<file path="src/rtl/imem_loader_if.sv">
// imem_loader_if: byte-stream ingress and instruction-memory write bus of the boot loader.
// Latency: none (plain wires); ADDR_W sets the write-address width.
// Backpressure: in_valid/in_ready handshake on the byte stream; the write port is never stalled.
//
// Signals:
//   in_valid, in_data[7:0]  byte offered by the stream source
//   in_ready                loader accepts the offered byte this cycle
//   im_write_enable         one-cycle instruction-memory write strobe
//   im_write_address        word address of the write
//   im_write_data           assembled 32-bit instruction
// Modports: slave = the loader (consumes bytes, drives memory writes);
//           master = the stream source / memory side.

interface imem_loader_if #(
    parameter int ADDR_W = 32
);
    logic              in_valid;
    logic [7:0]        in_data;
    logic              in_ready;
    logic              im_write_enable;
    logic [ADDR_W-1:0] im_write_address;
    logic [31:0]       im_write_data;

    modport slave (
        input  in_valid,
        input  in_data,
        output in_ready,
        output im_write_enable,
        output im_write_address,
        output im_write_data
    );

    modport master (
        output in_valid,
        output in_data,
        input  in_ready,
        input  im_write_enable,
        input  im_write_address,
        input  im_write_data
    );
endinterface

</file>
<file path="src/rtl/imem_loader.sv">
// imem_loader: framed byte stream -> sequential instruction-memory writes; holds the core in reset until loaded.
// Latency: 4th byte of a word accepted at edge k -> write strobe during cycle k..k+1; 5 cycles/word peak.
// Backpressure: in_ready low outside LEN_HI/LEN_LO/DATA/CHECK, including the single WRITE cycle per word.
//
// Ports:
//   clock, reset_n     rising-edge clock, asynchronous active-low reset
//   start              one-cycle pulse; honoured only in IDLE, DONE or ERROR
//   bus (slave)        byte stream in, instruction-memory write port out
//   cpu_reset_n        active-low core reset, high only in DONE
//   busy, done, error  status levels decoded from state
// Build option: define LOADER_CHECKSUM_EN to expect a trailing XOR checksum byte
// after the payload (adds the CHECK state and an 8-bit accumulator).
//
// Stream format: 16-bit word count N (high byte first), then N big-endian words.

module imem_loader #(
    parameter int                 ADDR_W    = 32,
    parameter logic [ADDR_W-1:0]  BASE_ADDR = '0,
    parameter int                 MAX_WORDS = 1024
) (
    input  logic                clock,
    input  logic                reset_n,
    input  logic                start,
    imem_loader_if.slave        bus,
    output logic                cpu_reset_n,
    output logic                busy,
    output logic                done,
    output logic                error
);

    localparam logic [2:0] IDLE   = 3'd0;
    localparam logic [2:0] LEN_HI = 3'd1;
    localparam logic [2:0] LEN_LO = 3'd2;
    localparam logic [2:0] DATA   = 3'd3;
    localparam logic [2:0] WRITE  = 3'd4;
    localparam logic [2:0] CHECK  = 3'd5;
    localparam logic [2:0] DONE   = 3'd6;
    localparam logic [2:0] ERROR  = 3'd7;

    // Where a load goes once the payload is exhausted (or was empty).
`ifdef LOADER_CHECKSUM_EN
    localparam logic [2:0] END_STATE = CHECK;
`else
    localparam logic [2:0] END_STATE = DONE;
`endif

    logic [2:0]        state;
    logic [2:0]        state_nxt;
    logic [7:0]        len_hi;       // high byte of the header, held until the low byte arrives
    logic [15:0]       words_left;   // words still to be written
    logic [1:0]        byte_idx;     // position of the next byte inside the current word
    logic [31:0]       asm_reg;      // word assembly register, MSB byte shifted in first
    logic [ADDR_W-1:0] addr;
    logic              take;
    logic [15:0]       hdr_words;
    logic              hdr_too_big;
`ifdef LOADER_CHECKSUM_EN
    logic [7:0]        csum;         // running XOR of payload bytes only
`endif

    // ------------------------------------------------------------------
    // Output decode: everything comes from registered state, so no path
    // exists from in_valid/in_data to any output.
    // ------------------------------------------------------------------
    assign bus.in_ready = (state == LEN_HI) || (state == LEN_LO) ||
                          (state == DATA)   || (state == CHECK);

    assign busy        = (state == LEN_HI) || (state == LEN_LO) ||
                         (state == DATA)   || (state == WRITE)  ||
                         (state == CHECK);
    assign done        = (state == DONE);
    assign error       = (state == ERROR);
    assign cpu_reset_n = (state == DONE);

    assign bus.im_write_enable  = (state == WRITE);
    assign bus.im_write_address = addr;
    assign bus.im_write_data    = asm_reg;

    assign take        = bus.in_valid && bus.in_ready;
    assign hdr_words   = {len_hi, bus.in_data};
    // Compared at 32 bits so a MAX_WORDS of 65535 or more never truncates.
    assign hdr_too_big = (32'(hdr_words) > 32'(MAX_WORDS));

    // ------------------------------------------------------------------
    // Next-state logic
    // ------------------------------------------------------------------
    always_comb begin
        state_nxt = state;
        case (state)
            IDLE, DONE, ERROR: begin
                if (start) begin
                    state_nxt = LEN_HI;
                end
            end
            LEN_HI: begin
                if (take) begin
                    state_nxt = LEN_LO;
                end
            end
            LEN_LO: begin
                if (take) begin
                    if (hdr_too_big) begin
                        state_nxt = ERROR;
                    end else if (hdr_words == 16'd0) begin
                        state_nxt = END_STATE;
                    end else begin
                        state_nxt = DATA;
                    end
                end
            end
            DATA: begin
                if (take && (byte_idx == 2'd3)) begin
                    state_nxt = WRITE;
                end
            end
            WRITE: begin
                // words_left still counts the word being written this cycle.
                if (words_left == 16'd1) begin
                    state_nxt = END_STATE;
                end else begin
                    state_nxt = DATA;
                end
            end
`ifdef LOADER_CHECKSUM_EN
            CHECK: begin
                if (take) begin
                    state_nxt = (bus.in_data == csum) ? DONE : ERROR;
                end
            end
`endif
            default: state_nxt = IDLE;
        endcase
    end

    // ------------------------------------------------------------------
    // State and datapath registers
    // ------------------------------------------------------------------
    always_ff @(posedge clock or negedge reset_n) begin
        if (!reset_n) begin
            state <= IDLE;
        end else begin
            state <= state_nxt;
        end
    end

    always_ff @(posedge clock or negedge reset_n) begin
        if (!reset_n) begin
            len_hi     <= 8'd0;
            words_left <= 16'd0;
            byte_idx   <= 2'd0;
            asm_reg    <= 32'd0;
            addr       <= BASE_ADDR;
        end else begin
            if ((state_nxt == LEN_HI) && (state != LEN_HI)) begin
                // Fresh load: forget anything left over from the previous one.
                words_left <= 16'd0;
                byte_idx   <= 2'd0;
                asm_reg    <= 32'd0;
            end
            case (state)
                LEN_HI: begin
                    if (take) begin
                        len_hi <= bus.in_data;
                    end
                end
                LEN_LO: begin
                    if (take) begin
                        words_left <= hdr_words;
                        byte_idx   <= 2'd0;
                        addr       <= BASE_ADDR;
                    end
                end
                DATA: begin
                    if (take) begin
                        asm_reg  <= {asm_reg[23:0], bus.in_data};
                        byte_idx <= byte_idx + 2'd1;   // wraps to 0 after the 4th byte
                    end
                end
                WRITE: begin
                    // Wraps modulo 2^ADDR_W by design.
                    addr       <= addr + ADDR_W'(1);
                    words_left <= words_left - 16'd1;
                end
                default: begin
                end
            endcase
        end
    end

`ifdef LOADER_CHECKSUM_EN
    always_ff @(posedge clock or negedge reset_n) begin
        if (!reset_n) begin
            csum <= 8'd0;
        end else if ((state_nxt == LEN_HI) && (state != LEN_HI)) begin
            csum <= 8'd0;
        end else if ((state == DATA) && take) begin
            csum <= csum ^ bus.in_data;
        end
    end
`endif

endmodule
</file>
<file path="src/flat_wrapper.sv">
// flat-port wrapper written by rule: the top's interface ports become plain ports
module imem_loader_flat 
#(
    parameter int                 ADDR_W    = 32,
    parameter logic [ADDR_W-1:0]  BASE_ADDR = '0,
    parameter int                 MAX_WORDS = 1024
)
  (clock, reset_n, start, cpu_reset_n, busy, done, error, bus_in_valid, bus_in_data, bus_in_ready, bus_im_write_enable, bus_im_write_address, bus_im_write_data);
  imem_loader_if #(.ADDR_W(ADDR_W)) bus_i ();
  input  logic clock;
  input  logic reset_n;
  input  logic start;
  output logic cpu_reset_n;
  output logic busy;
  output logic done;
  output logic error;
  input wire logic [$bits(bus_i.in_valid)-1:0] bus_in_valid;
  input wire logic [$bits(bus_i.in_data)-1:0] bus_in_data;
  output wire logic [$bits(bus_i.in_ready)-1:0] bus_in_ready;
  output wire logic [$bits(bus_i.im_write_enable)-1:0] bus_im_write_enable;
  output wire logic [$bits(bus_i.im_write_address)-1:0] bus_im_write_address;
  output wire logic [$bits(bus_i.im_write_data)-1:0] bus_im_write_data;
  assign bus_i.in_valid = bus_in_valid;
  assign bus_i.in_data = bus_in_data;
  assign bus_in_ready = bus_i.in_ready;
  assign bus_im_write_enable = bus_i.im_write_enable;
  assign bus_im_write_address = bus_i.im_write_address;
  assign bus_im_write_data = bus_i.im_write_data;
  imem_loader #(.ADDR_W(ADDR_W), .BASE_ADDR(BASE_ADDR), .MAX_WORDS(MAX_WORDS)) u_core (.clock(clock), .reset_n(reset_n), .start(start), .bus(bus_i), .cpu_reset_n(cpu_reset_n), .busy(busy), .done(done), .error(error));
endmodule
</file>
<file path="config.mk">
export PLATFORM = sky130hd
export DESIGN_NAME = imem_loader_flat
export DESIGN_NICKNAME = d
export VERILOG_FILES = /design/src/rtl/imem_loader_if.sv /design/src/rtl/imem_loader.sv /design/src/flat_wrapper.sv
export SDC_FILE = /design/constraint.sdc
export NUM_CORES = 1
export LEC_CHECK = 0
export ABC_AREA = 0
export ABC_CLOCK_PERIOD_IN_PS = 4800
export BUFFER_PORTS_ARGS = -buffer_cell sky130_fd_sc_hd__buf_2
export CORE_UTILIZATION = 60
export CTS_CLUSTER_SIZE = 20
export DETAILED_ROUTE_END_ITERATION = 12
export HOLD_SLACK_MARGIN = 0.12
export PLACE_DENSITY = 0.84
export SLEW_MARGIN = 20
export SYNTH_ARGS = -nofsm -noshare
export SYNTH_HDL_FRONTEND = slang
export SYNTH_SLANG_ARGS = --single-unit
</file>
<file path="constraint.sdc">
create_clock -name clock -period 4.8 [get_ports clock]
set_input_delay 0.48 -clock clock [delete_from_list [all_inputs] [get_ports clock]]
set_output_delay 0.48 -clock clock [all_outputs]
set_load 0.05 [all_outputs]
</file>
==> flow_summary_export.csv, run 1 <==
group,metric,value,unit
run_status,status,"complete, no violations",
timing,post-route-min-period,2.978,ns
flow_run,max-cap-violations,0,
timing,rsz0062_at_grt,"no",
synth,synth_warnings,0,
floorplan,start_util,0.6327,
setup_path,max_stage_delay,0.81,ns
worst_hold_path,hold_class,"in2reg",
worst_hold_path,min_from,"bus_in_data[7]",
timing,finClkSkew,0.01673,ns
synth,synth.largest_area_cell,"dfrtp_1",
global_route,gr-total-overflow,0,
setup_path,r2r_cells,7,
synth,synth_nets,513,
synth,synth.avg_cell_area,9.431,sq um
setup_path,cpMostUsedCell,"buf_4",
floorplan,die_x,90.39,um
worst_hold_path,hold_end,"u_core.bus.im_write_data[7]",
routing,routed_wirelength,10870,um
global_route,first_global_vias,3860,
layout,layout-drive-gt1-share,0.2565,
cts,cts_root_buf,"clkbuf_8",
setup_path,reg2reg_slack,1.82,ns
routing,first_iter_violations,220,
timing,slew_violations,0,
cts,cts_buffers,9,
floorplan,core_area,0.007408,sq mm
setup_path,crit_buf_inv,2,
synth,synth_area_leaders,"dfrtp_1 50%, nand2_1 9.0%, o21ai_2 5.2%",
power,leakagePower,2.495,nW
synth,synth_seq_cells,93,
synth,synth-seq-area-share,0.4965,
setup_path,critPathRequiredTime,5.06,ns
synth,synth_xor_xnor_area_share,0.01308,
synth,synthSimpleGateAreaFrac,0.2058,
global_route,antenna_found_initial,0,
timing,setup_viol,0,
setup_path,startpoint_type,"register",
power,switchingPower,0.001768,W
power,pwr-share-clk,0.147,
synth,synthCells,497,
routing,post-route-drc-count,0,
synth,ys_types,54,
routing,wl_per_cell,16.18,um
cts,clock_sinks,93,
floorplan,fp-row-count,31,
layout,syn_to_final_growth,13.64,%
layout,nNetsFinal,584,
floorplan,die_h,90.39,um
cts,ctsHoldBuffers,1,
setup_path,path_max_fanout,28,
placement,hpwl,7552,um
power,power.density,648.6,mW/mm^2
worst_hold_path,hold_depth,3,
cts,post_cts_buffers,0,
cts,clockBufferDepth,2,
cts,postCtsResizedCells,0,
timing,finalHoldViolCount,0,
timing,fmax,0.3358,GHz
setup_path,worstPathCellList,"nand3b_1 > nor2_1 > buf_4 > o41ai_1 > a31oi_4 > buf_4 > o21ai_2",
timing,tns,0,ns
setup_path,cp.arrival,3.24,ns
synth,synth_top_family_by_area,"simple AND/OR/NAND/NOR gates",
power,switching_share,0.5117,
cts,cts_max_level,3,
synth,synth-main-ff-cell,"dfrtp_1",
routing,antenna_left,0,
routing,avgViaCountPerCell,6.031,
power,finalPower,0.003455,W
setup_path,path_class,"reg2reg",
floorplan,ios,82,
timing,relSlewSlack,0.3336,
setup_path,end_kind,"register",
setup_path,cp_slowest_cell,"a31oi_4",
synth,synthArstFlopShare,1.000,
layout,antenna_cells,0,
synth,yosysTopAreaCellShare,0.4965,
routing,vias,4053,
power,ir_drop,0.0003731,V
global_route,grt_max_degree,62,
timing,period_share,0.6204,
timing,whs,0.3761,ns
layout,n_fill_cell,584,
synth,netlist_area,0.004687,sq mm
synth,synth_compound_area_frac,0.1989,
power,intPower,0.001687,W
global_route,grt_pass1_wl,18460,um
power,combPwrFrac,0.479,
setup_path,crit_cells,7,
placement,gp_congestion,0.8962,
setup_path,rr_endpoint,"u_core.bus.im_write_data[27]",
cts,clock_latency,0.37,ns
timing,worstMarginPinSlew,0.9996,ns
synth,synth_edf_count,0,
global_route,grt.total_usage,0.2797,
setup_path,crit_family,"compound AO/OA/AOI/OAI gates",
cts,clkSlewWorstSetupHoldPaths,0.10,ns
placement,port_buffers,81,
cts,cts_tree,"yes",
routing,first_pass_iters,5,
synth,synth_mux_area_frac,0.03844,
setup_path,reg2reg_from,"u_core.state[1]",
floorplan,dieArea,0.008169,sq mm
synth,synthAdderAreaFrac,0.01068,
power,seq_power_share,0.374,
==> through the flow <==
step | worst slack [ns] | instance area, sq um | utilization | std cells
floorplan | 2.293 | 4687 | - | 497
global placement | 1.914 | 5125 | 0.6918 | 655
detailed placement | 1.844 | 5125 | 0.6918 | 655
CTS | 1.851 | 5321 | 0.7183 | 672
global route | 1.590 | 5326 | 0.7190 | 672
finish | 1.822 | 5326 | 0.7190 | 672
==> sequential cells by signal, indices dropped and copies added (netlist names) <==
signal / cells
u_core.bus.im_write_address: 32
u_core.bus.im_write_data: 32
u_core.words_left: 16
u_core.len_hi: 8
u_core.state: 3
u_core.byte_idx: 2
==> routing by layer <==
layer	track usage	wire [um]	vias to the layer above
li1	-	-	1943
met1	0.3877	4907	1937
met2	0.4453	5212	152
met3	0.03956	527	21
met4	0.1142	225	0
met5	0	0	-
==> power groups by stage <==
stage | Sequential (W) | Clock (W) | Combinational, W
6_report | 0.00129 | 0.000508 | 0.00165
5_1_grt | 0.00133 | 0.000541 | 0.00178
4_1_cts | 0.00128 | 0.000511 | 0.00165
3_5_place_dp | 0.00130 | 0 | 0.00165
3_3_place_gp | 0.00128 | 0 | 0.00161
2_1_floorplan | 0.00166 | 0 | 0.000903
==> layout make-up <==
cell class | count | area (sq um) | area share
Clock buffer | 9 | 123.9 | 0.02326
Inverter | 12 | 45.04 | 0.008457
Multi-Input combinational cell | 366 | 2196 | 0.4123
Clock inverter | 7 | 62.56 | 0.01175
Timing Repair Buffer | 86 | 447.9 | 0.08410
Tap cell | 99 | 123.9 | 0.02326
Sequential cell | 93 | 2327 | 0.4369
==> worst min-delay path, cell delays in order <==
cell and delay, ns:
buf_2 0.11, nand2_1 0.07, o21ai_2 0.05
==> worst max path at each step <==
stage,start,end,slack (ns)
2_1_floorplan,u_core.state[0],busy,2.29
3_3_place_gp,u_core.state[0],u_core.bus.im_write_data[11],1.91
3_5_place_dp,u_core.state[0],u_core.bus.im_write_data[30],1.84
4_1_cts,u_core.state[0],u_core.bus.im_write_data[27],1.85
5_1_grt,u_core.state[1],u_core.bus.im_write_data[27],1.59
6_report,u_core.state[1],u_core.bus.im_write_data[27],1.82
==> placed cells by master (no fill, tap or decap), types with 13 or more instances in the layout <==
master	synthesis	routed
nand3_1	19	19
o211ai_1	15	15
a21oi_1	13	13
o31ai_1	13	13
o21ai_2	28	28
o21ai_0	30	30
buf_2	2	80
nor2_1	24	23
nand2_1	112	112
dfrtp_1	93	93
==> Yosys cell counts, drive strengths merged, types with 3 or more instances <==
master and number:
a211oi 3, a21oi 13, a221o 3, a31oi 4, and3 8, buf 8
clkbuf 18, dfrtp 93, ha 4, inv 12, mux2 8, mux2i 9
nand2 112, nand2b 3, nand3 19, nand4 11, nor2 24, nor3 7
nor4 6, o211ai 15, o21a 3, o21ai 58, o221ai 3, o22ai 3
o31ai 13, o41ai 3, or3 4, or4 4, xnor2 4, xor2 3
==> cells by family after synthesis <==
kind of cell    count (synthesis)
buf+inv                        38
fa+ha+maj                       4
flops                          93
simple gates                  208
compound gates                130
mux                            17
xor+xnor                        7
(Power assumes the default switching activity.)
==> inputs of run 2 (changes only) <==
--- a/config.mk
+++ b/config.mk
@@ -5,14 +5,14 @@
 export SDC_FILE = /design/constraint.sdc
 export NUM_CORES = 1
 export LEC_CHECK = 0
-export ABC_AREA = 0
-export ABC_CLOCK_PERIOD_IN_PS = 4800
+export ABC_AREA = 1
+export ABC_CLOCK_PERIOD_IN_PS = 3100
 export BUFFER_PORTS_ARGS = -buffer_cell sky130_fd_sc_hd__buf_2
-export CORE_UTILIZATION = 60
+export CORE_UTILIZATION = 57
 export CTS_CLUSTER_SIZE = 20
 export DETAILED_ROUTE_END_ITERATION = 12
 export HOLD_SLACK_MARGIN = 0.12
-export PLACE_DENSITY = 0.84
+export PLACE_DENSITY = 0.79
 export SLEW_MARGIN = 20
 export SYNTH_ARGS = -nofsm -noshare
 export SYNTH_HDL_FRONTEND = slang
==> constraint.sdc (replaced) <==
create_clock -name clock -period 3.1 [get_ports clock]
set_input_delay 0.31 -clock clock [delete_from_list [all_inputs] [get_ports clock]]
set_output_delay 0.31 -clock clock [all_outputs]
set_load 0.05 [all_outputs]
==> flow_summary_export.csv, run 2 <==
group,metric,value,unit
synth,synth_warnings,0,
cts,cts_tree,"yes",
layout,layout-drive-gt1-share,0.1702,
timing,rsz0062_at_grt,"no",
synth,synth.avg_cell_area,7.550,sq um
setup_path,max_stage_delay,0.49,ns
setup_path,critPathRequiredTime,3.37,ns
global_route,first_global_vias,4557,
placement,port_buffers,81,
timing,setup_viol,0,
layout,mostFrequentLayoutCell,"nand2_1",
cts,cts_max_level,3,
synth,synth_nets,682,
routing,routedLengthMet1,5207,um
timing,relSlewSlack,0.4389,
setup_path,path_max_fanout,52,
routing,first_pass_iters,5,
setup_path,end_kind,"register",
cts,post_cts_buffers,0,
synth,ys_types,41,
synth,synth_edf_count,0,
placement,gp_congestion,0.9031,
layout,n_fill_cell,731,
layout,layout_common_cells,"195 x nand2_1, 93 x dfrtp_1, 80 x buf_2",
synth,synth_seq_cells,93,
timing,finClkSkew,0.01103,ns
timing,period_share,0.8039,
setup_path,startpoint_type,"register",
floorplan,core_area,0.008382,sq mm
setup_path,r2r_cells,9,
timing,finalHoldViolCount,0,
global_route,grt_pass1_wl,20500,um
setup_path,worstSetupStartpoint,"u_core.state[1]",
placement,hpwl,9014,um
timing,tns,0,ns
synth,synthCells,666,
layout,multi_input_area,0.002310,sq mm
worst_hold_path,hold_class,"in2reg",
setup_path,endpoint,"u_core.words_left[15]",
routing,wl_met2,6262,um
cts,clock_latency,0.38,ns
routing,antenna_left,0,
timing,post-route-min-period,2.492,ns
worst_hold_path,hold_depth,3,
power,power.density,1035,mW/mm^2
routing,first_iter_violations,257,
setup_path,cpMostUsedCell,"nand2_1",
synth,synth-main-ff-cell,"dfrtp_1",
timing,fin_ws,0.6079,ns
worst_hold_path,min_from,"bus_in_data[7]",
synth,synth_area_leaders,"dfrtp_1 46%, nand2_1 15%, nand3_1 6.8%",
synth,yosysTopAreaCellShare,0.4628,
placement,dp_slack,0.6557,ns
synth,synth.top_cells.by_count,"195 x nand2_1, 93 x dfrtp_1, 69 x inv_1, 68 x nand3_1, 56 x o21ai_0",
flow_run,max-cap-violations,0,
global_route,gr-total-overflow,0,
setup_path,worstPathCellList,"nor2_4 > nand2_2 > nand2_1 > nor2_2 > nand3_4 > nand3_1 > nand2_1 > inv_1 > nand2_1",
floorplan,die_x,95.93,um
timing,fmax,0.4013,GHz
layout,antenna_cells,0,
layout,register_area,0.002327,sq mm
routing,met3WireLength,692,um
synth,synth-seq-area-share,0.4628,
floorplan,start_util,0.5999,
cts,clkSlewWorstSetupHoldPaths,0.11,ns
cts,clockBufferDepth,2,
routing,wl_per_cell,14.59,um
setup_path,path_class,"reg2reg",
synth,synth.largest_area_cell,"dfrtp_1",
cts,postCtsResizedCells,0,
setup_path,reg2reg_from,"u_core.state[1]",
synth,netlist_area,0.005029,sq mm
cts,cts_buffers,9,
floorplan,die_h,95.93,um
cts,ctsHoldBuffers,1,
global_route,antenna_found_initial,0,
setup_path,reg2reg_slack,0.61,ns
cts,clock_sinks,93,
power,ir_drop,0.0007103,V
routing,avgViaCountPerCell,5.604,
setup_path,cp.arrival,2.76,ns
global_route,grt_max_degree,68,
global_route,grt.total_usage,0.2917,
run_status,status,"complete, no violations",
routing,post-route-drc-count,0,
timing,slew_violations,0,
synth,synthArstFlopShare,1.000,
layout,nNetsFinal,757,
routing,vias,4769,
routing,routed_wirelength,12420,um
cts,cts_root_buf,"clkbuf_8",
routing,top_layer_used,"met4",
power,leakagePower,2.970,nW
timing,worstMarginPinSlew,0.8417,ns
floorplan,ios,82,
layout,syn_to_final_growth,13.24,%
synth,post-synth-top-count-cell,"nand2_1",
setup_path,cp_slowest_cell,"nand3_4",
floorplan,fp-row-count,33,
floorplan,dieArea,0.009202,sq mm
setup_path,rr_endpoint,"u_core.words_left[15]",
==> run 2: where the power goes <==
part           leakage [nW]  internal (W)  switching (W)  total, W
clock network        0.0968      0.000314       0.000497  0.000811
registers              1.26       0.00159       0.000371   0.00196
logic                  1.62      0.000762        0.00236   0.00312
total                  2.97       0.00267        0.00323   0.00589
==> run 2: worst min path at each step <==
stage,to,slack (ns)
3_3_place_gp,u_core.bus.im_write_data[30],0.47
2_1_floorplan,u_core.bus.im_write_address[0],0.01
3_5_place_dp,u_core.bus.im_write_address[18],0.47
5_1_grt,u_core.bus.im_write_data[7],0.24
4_1_cts,u_core.bus.im_write_data[7],0.21
6_report,u_core.bus.im_write_data[7],0.21
==> run 2: metrics by stage <==
stage | cells | cell area, sq um | power [W] | utilization | hold slack, ns
final | 851 | 5694 | 0.005892 | 0.6794 | 0.2148
after global routing | 851 | 5694 | 0.006307 | 0.6794 | 0.2352
after floorplan | 666 | 5029 | 0.004412 | - | 0.01441
after CTS | 851 | 5694 | 0.005886 | 0.6794 | 0.2120
after detailed placement | 834 | 5492 | 0.005073 | 0.6552 | 0.4697
after global placement | 834 | 5492 | 0.004977 | 0.6552 | 0.4665
==> run 2: cells by family (layout without fill, tap and decap cells) <==
family | count (synthesis) | in the layout | synth area share
flip-flops | 93 | 93 | 0.4628
multiplexers | 1 | 1 | 0.001991
AND/OR/NAND/NOR | 359 | 359 | 0.3130
buffers and inverters | 96 | 176 | 0.07788
AO/OA/AOI/OAI | 102 | 102 | 0.1152
XOR/XNOR | 11 | 11 | 0.01916
adder cells (fa/ha/maj) | 4 | 4 | 0.009953
==> run 2: worst max-delay path, delay by kind of cell (launching register included) <==
family        cells  cell delay, ns
buf+inv           1            0.06
flops             1            0.47
simple gates      8            1.86
==> run 2: layer usage <==
metal | vias to the layer above | track usage
li1 | 2322 | -
met1 | 2262 | 0.3640
met2 | 163 | 0.5077
met3 | 22 | 0.04107
met4 | 0 | 0.1206
met5 | - | 0
==> run 2: layout make-up <==
class | instances | area share
Clock buffer | 9 | 0.02175
Clock inverter | 7 | 0.01209
Tap cell | 105 | 0.02307
Multi-Input combinational cell | 477 | 0.4056
Inverter | 72 | 0.04746
Sequential cell | 93 | 0.4087
Timing Repair Buffer | 88 | 0.08130
==> inputs of run 3 (changes only) <==
--- a/config.mk
+++ b/config.mk
@@ -6,13 +6,13 @@
 export NUM_CORES = 1
 export LEC_CHECK = 0
 export ABC_AREA = 1
-export ABC_CLOCK_PERIOD_IN_PS = 3100
+export ABC_CLOCK_PERIOD_IN_PS = 2200
 export BUFFER_PORTS_ARGS = -buffer_cell sky130_fd_sc_hd__buf_2
-export CORE_UTILIZATION = 57
+export CORE_UTILIZATION = 51
 export CTS_CLUSTER_SIZE = 20
 export DETAILED_ROUTE_END_ITERATION = 12
 export HOLD_SLACK_MARGIN = 0.12
-export PLACE_DENSITY = 0.79
+export PLACE_DENSITY = 0.75
 export SLEW_MARGIN = 20
 export SYNTH_ARGS = -nofsm -noshare
 export SYNTH_HDL_FRONTEND = slang
==> constraint.sdc (replaced) <==
create_clock -name clock -period 2.2 [get_ports clock]
set_input_delay 0.22 -clock clock [delete_from_list [all_inputs] [get_ports clock]]
set_output_delay 0.22 -clock clock [all_outputs]
set_load 0.05 [all_outputs]
==> flow_summary_export.csv, run 3 (synthesis gave the netlist of run 2 again) <==
group,metric,value,unit
routing,post-route-drc-count,0,
setup_path,reg2reg_slack,0.19,ns
floorplan,start_util,0.5341,
setup_path,path_max_fanout,8,
setup_path,critPathRequiredTime,1.98,ns
timing,rsz0062_at_grt,"no",
power,switching_share,0.5313,
routing,wl_per_cell,14.10,um
timing,post-route-min-period,2.019,ns
setup_path,end_kind,"output pin",
routing,antenna_left,0,
layout,n_fill_cell,854,
routing,first_pass_iters,5,
layout,layoutNonFillerInstCount,883,
power,pwr-share-clk,0.146,
setup_path,max_stage_delay,0.47,ns
setup_path,worstPathCellList,"nor2_4 > nand2_2 > inv_1 > buf_4 > buf_2",
timing,finalHoldViolCount,0,
power,finalPower,0.008526,W
power,switchingPower,0.004530,W
layout,mostFrequentLayoutCell,"nand2_1",
setup_path,cp.arrival,1.80,ns
power,ir_drop,0.0007531,V
global_route,grt.total_usage,0.2637,
layout,multi_input_area,0.002310,sq mm
cts,clockBufferDepth,2,
layout,register_area,0.002327,sq mm
timing,setup_viol,0,
placement,dp.cells,865,
global_route,antenna_found_initial,0,
power,seq_power_share,0.325,
setup_path,reg2reg_from,"u_core.state[2]",
global_route,grt_max_degree,49,
floorplan,core_area,0.009415,sq mm
worst_hold_path,hold_depth,3,
setup_path,cp_slowest_cell,"dfrtp_1",
power,intPower,0.003996,W
cts,clock_sinks,93,
flow_run,max-cap-violations,0,
run_status,status,"complete, no violations",
power,power.density,1462,mW/mm^2
timing,whs,0.1353,ns
layout,layout-drive-gt1-share,0.1777,
worst_hold_path,hold_class,"in2reg",
layout,nNetsFinal,765,
setup_path,crit_buf_inv,3,
setup_path,path_class,"reg2out",
setup_path,startpoint_type,"register",
routing,vias,4786,
power,combPwrFrac,0.529,
global_route,gr-total-overflow,0,
setup_path,crit_family,"buffers and inverters",
setup_path,r2r_cells,9,
placement,gp_congestion,0.9222,
power,leakagePower,3.027,nW
cts,clkSlewWorstSetupHoldPaths,0.10,ns
timing,tns,0,ns
placement,port_buffers,81,
timing,worstMarginPinSlew,0.6478,ns
layout,syn_to_final_growth,15.97,%
floorplan,ios,82,
layout,layout_common_cells,"195 x nand2_1, 93 x dfrtp_1, 80 x buf_2",
floorplan,dieArea,0.01026,sq mm
cts,cts_tree,"yes",
global_route,first_global_vias,4686,
cts,cts_buffers,9,
timing,relSlewSlack,0.5681,
routing,routed_wirelength,12450,um
timing,finClkSkew,0.01638,ns
global_route,grt_pass1_wl,21280,um
floorplan,die_x,101.3,um
routing,avgViaCountPerCell,5.420,
cts,cts_max_level,3,
cts,clock_latency,0.38,ns
worst_hold_path,min_from,"bus_in_data[6]",
timing,slew_violations,0,
timing,fmax,0.4952,GHz
cts,post_cts_buffers,0,
floorplan,die_h,101.3,um
setup_path,rr_endpoint,"u_core.words_left[10]",
worst_hold_path,hold_end,"u_core.bus.im_write_data[6]",
timing,period_share,0.9179,
cts,cts_root_buf,"clkbuf_8",
placement,hpwl,9198,um
floorplan,fp-row-count,35,
layout,antenna_cells,0,
routing,first_iter_violations,300,
==> run 3: worst reg2reg max path, stage by stage, from the launching register on <==
cell and delay, ns:
dfrtp_1 0.46, nand2_1 0.15, inv_1 0.07, nor2_2 0.18, nand2_1 0.07, buf_4 0.22, o21ai_0 0.38, a21oi_1 0.13
nand2_1 0.09, o221ai_1 0.12
==> run 3: final cells by class <==
type,count,share of cell area
Sequential cell,93,0.3991
Multi-Input combinational cell,477,0.3961
Timing Repair Buffer,96,0.09440
Inverter,72,0.04634
Tap cell,129,0.02768
Clock buffer,10,0.02360
Clock inverter,6,0.01287
==> run 3: metrics by stage <==
step,utilization,area [sq um],worst slack (ns)
2_1_floorplan,-,5029,0.03838
3_3_place_gp,0.5947,5599,0.3512
3_5_place_dp,0.5947,5599,0.2780
4_1_cts,0.6194,5832,0.1587
5_1_grt,0.6194,5832,0.04743
6_report,0.6194,5832,0.1805
==> run 3: repair_timing <==
action / CTS / global route
hold buffers: 2 / 0
gates resized for setup: 0 / 0
hold endpoints to repair: 47 / 0
==> run 3: routing by layer <==
metal / vias to the layer above / global-route usage / part of all wire
met2: 139 / 0.4343 / 0.49
met3: 21 / 0.05314 / 0.049
met1: 2276 / 0.3413 / 0.44
met5: - / 0 / 0
met4: 0 / 0.1093 / 0.019
li1: 2350 / - / -
==> run 3: worst max-delay path by stage <==
stage / end / slack (ns) / depth (start not counted) / from
2_1_floorplan: u_core.bus.im_write_address[20] / 0.04 / 9 / u_core.bus.im_write_address[0]
3_3_place_gp: u_core.words_left[9] / 0.35 / 11 / u_core.state[1]
3_5_place_dp: u_core.bus.im_write_data[7] / 0.28 / 11 / u_core.state[2]
4_1_cts: bus_im_write_enable / 0.16 / 5 / u_core.state[1]
5_1_grt: u_core.bus.im_write_data[7] / 0.05 / 11 / u_core.state[2]
6_report: bus_im_write_enable / 0.18 / 5 / u_core.state[1]
==> run 3: power by group through the flow <==
stage	Combinational [W]	Clock [W]	Sequential, W
2_1_floorplan	0.00240	0	0.00381
3_3_place_gp	0.00441	0	0.00277
3_5_place_dp	0.00449	0	0.00280
4_1_cts	0.00451	0.00126	0.00276
5_1_grt	0.00495	0.00133	0.00285
6_report	0.00451	0.00125	0.00277
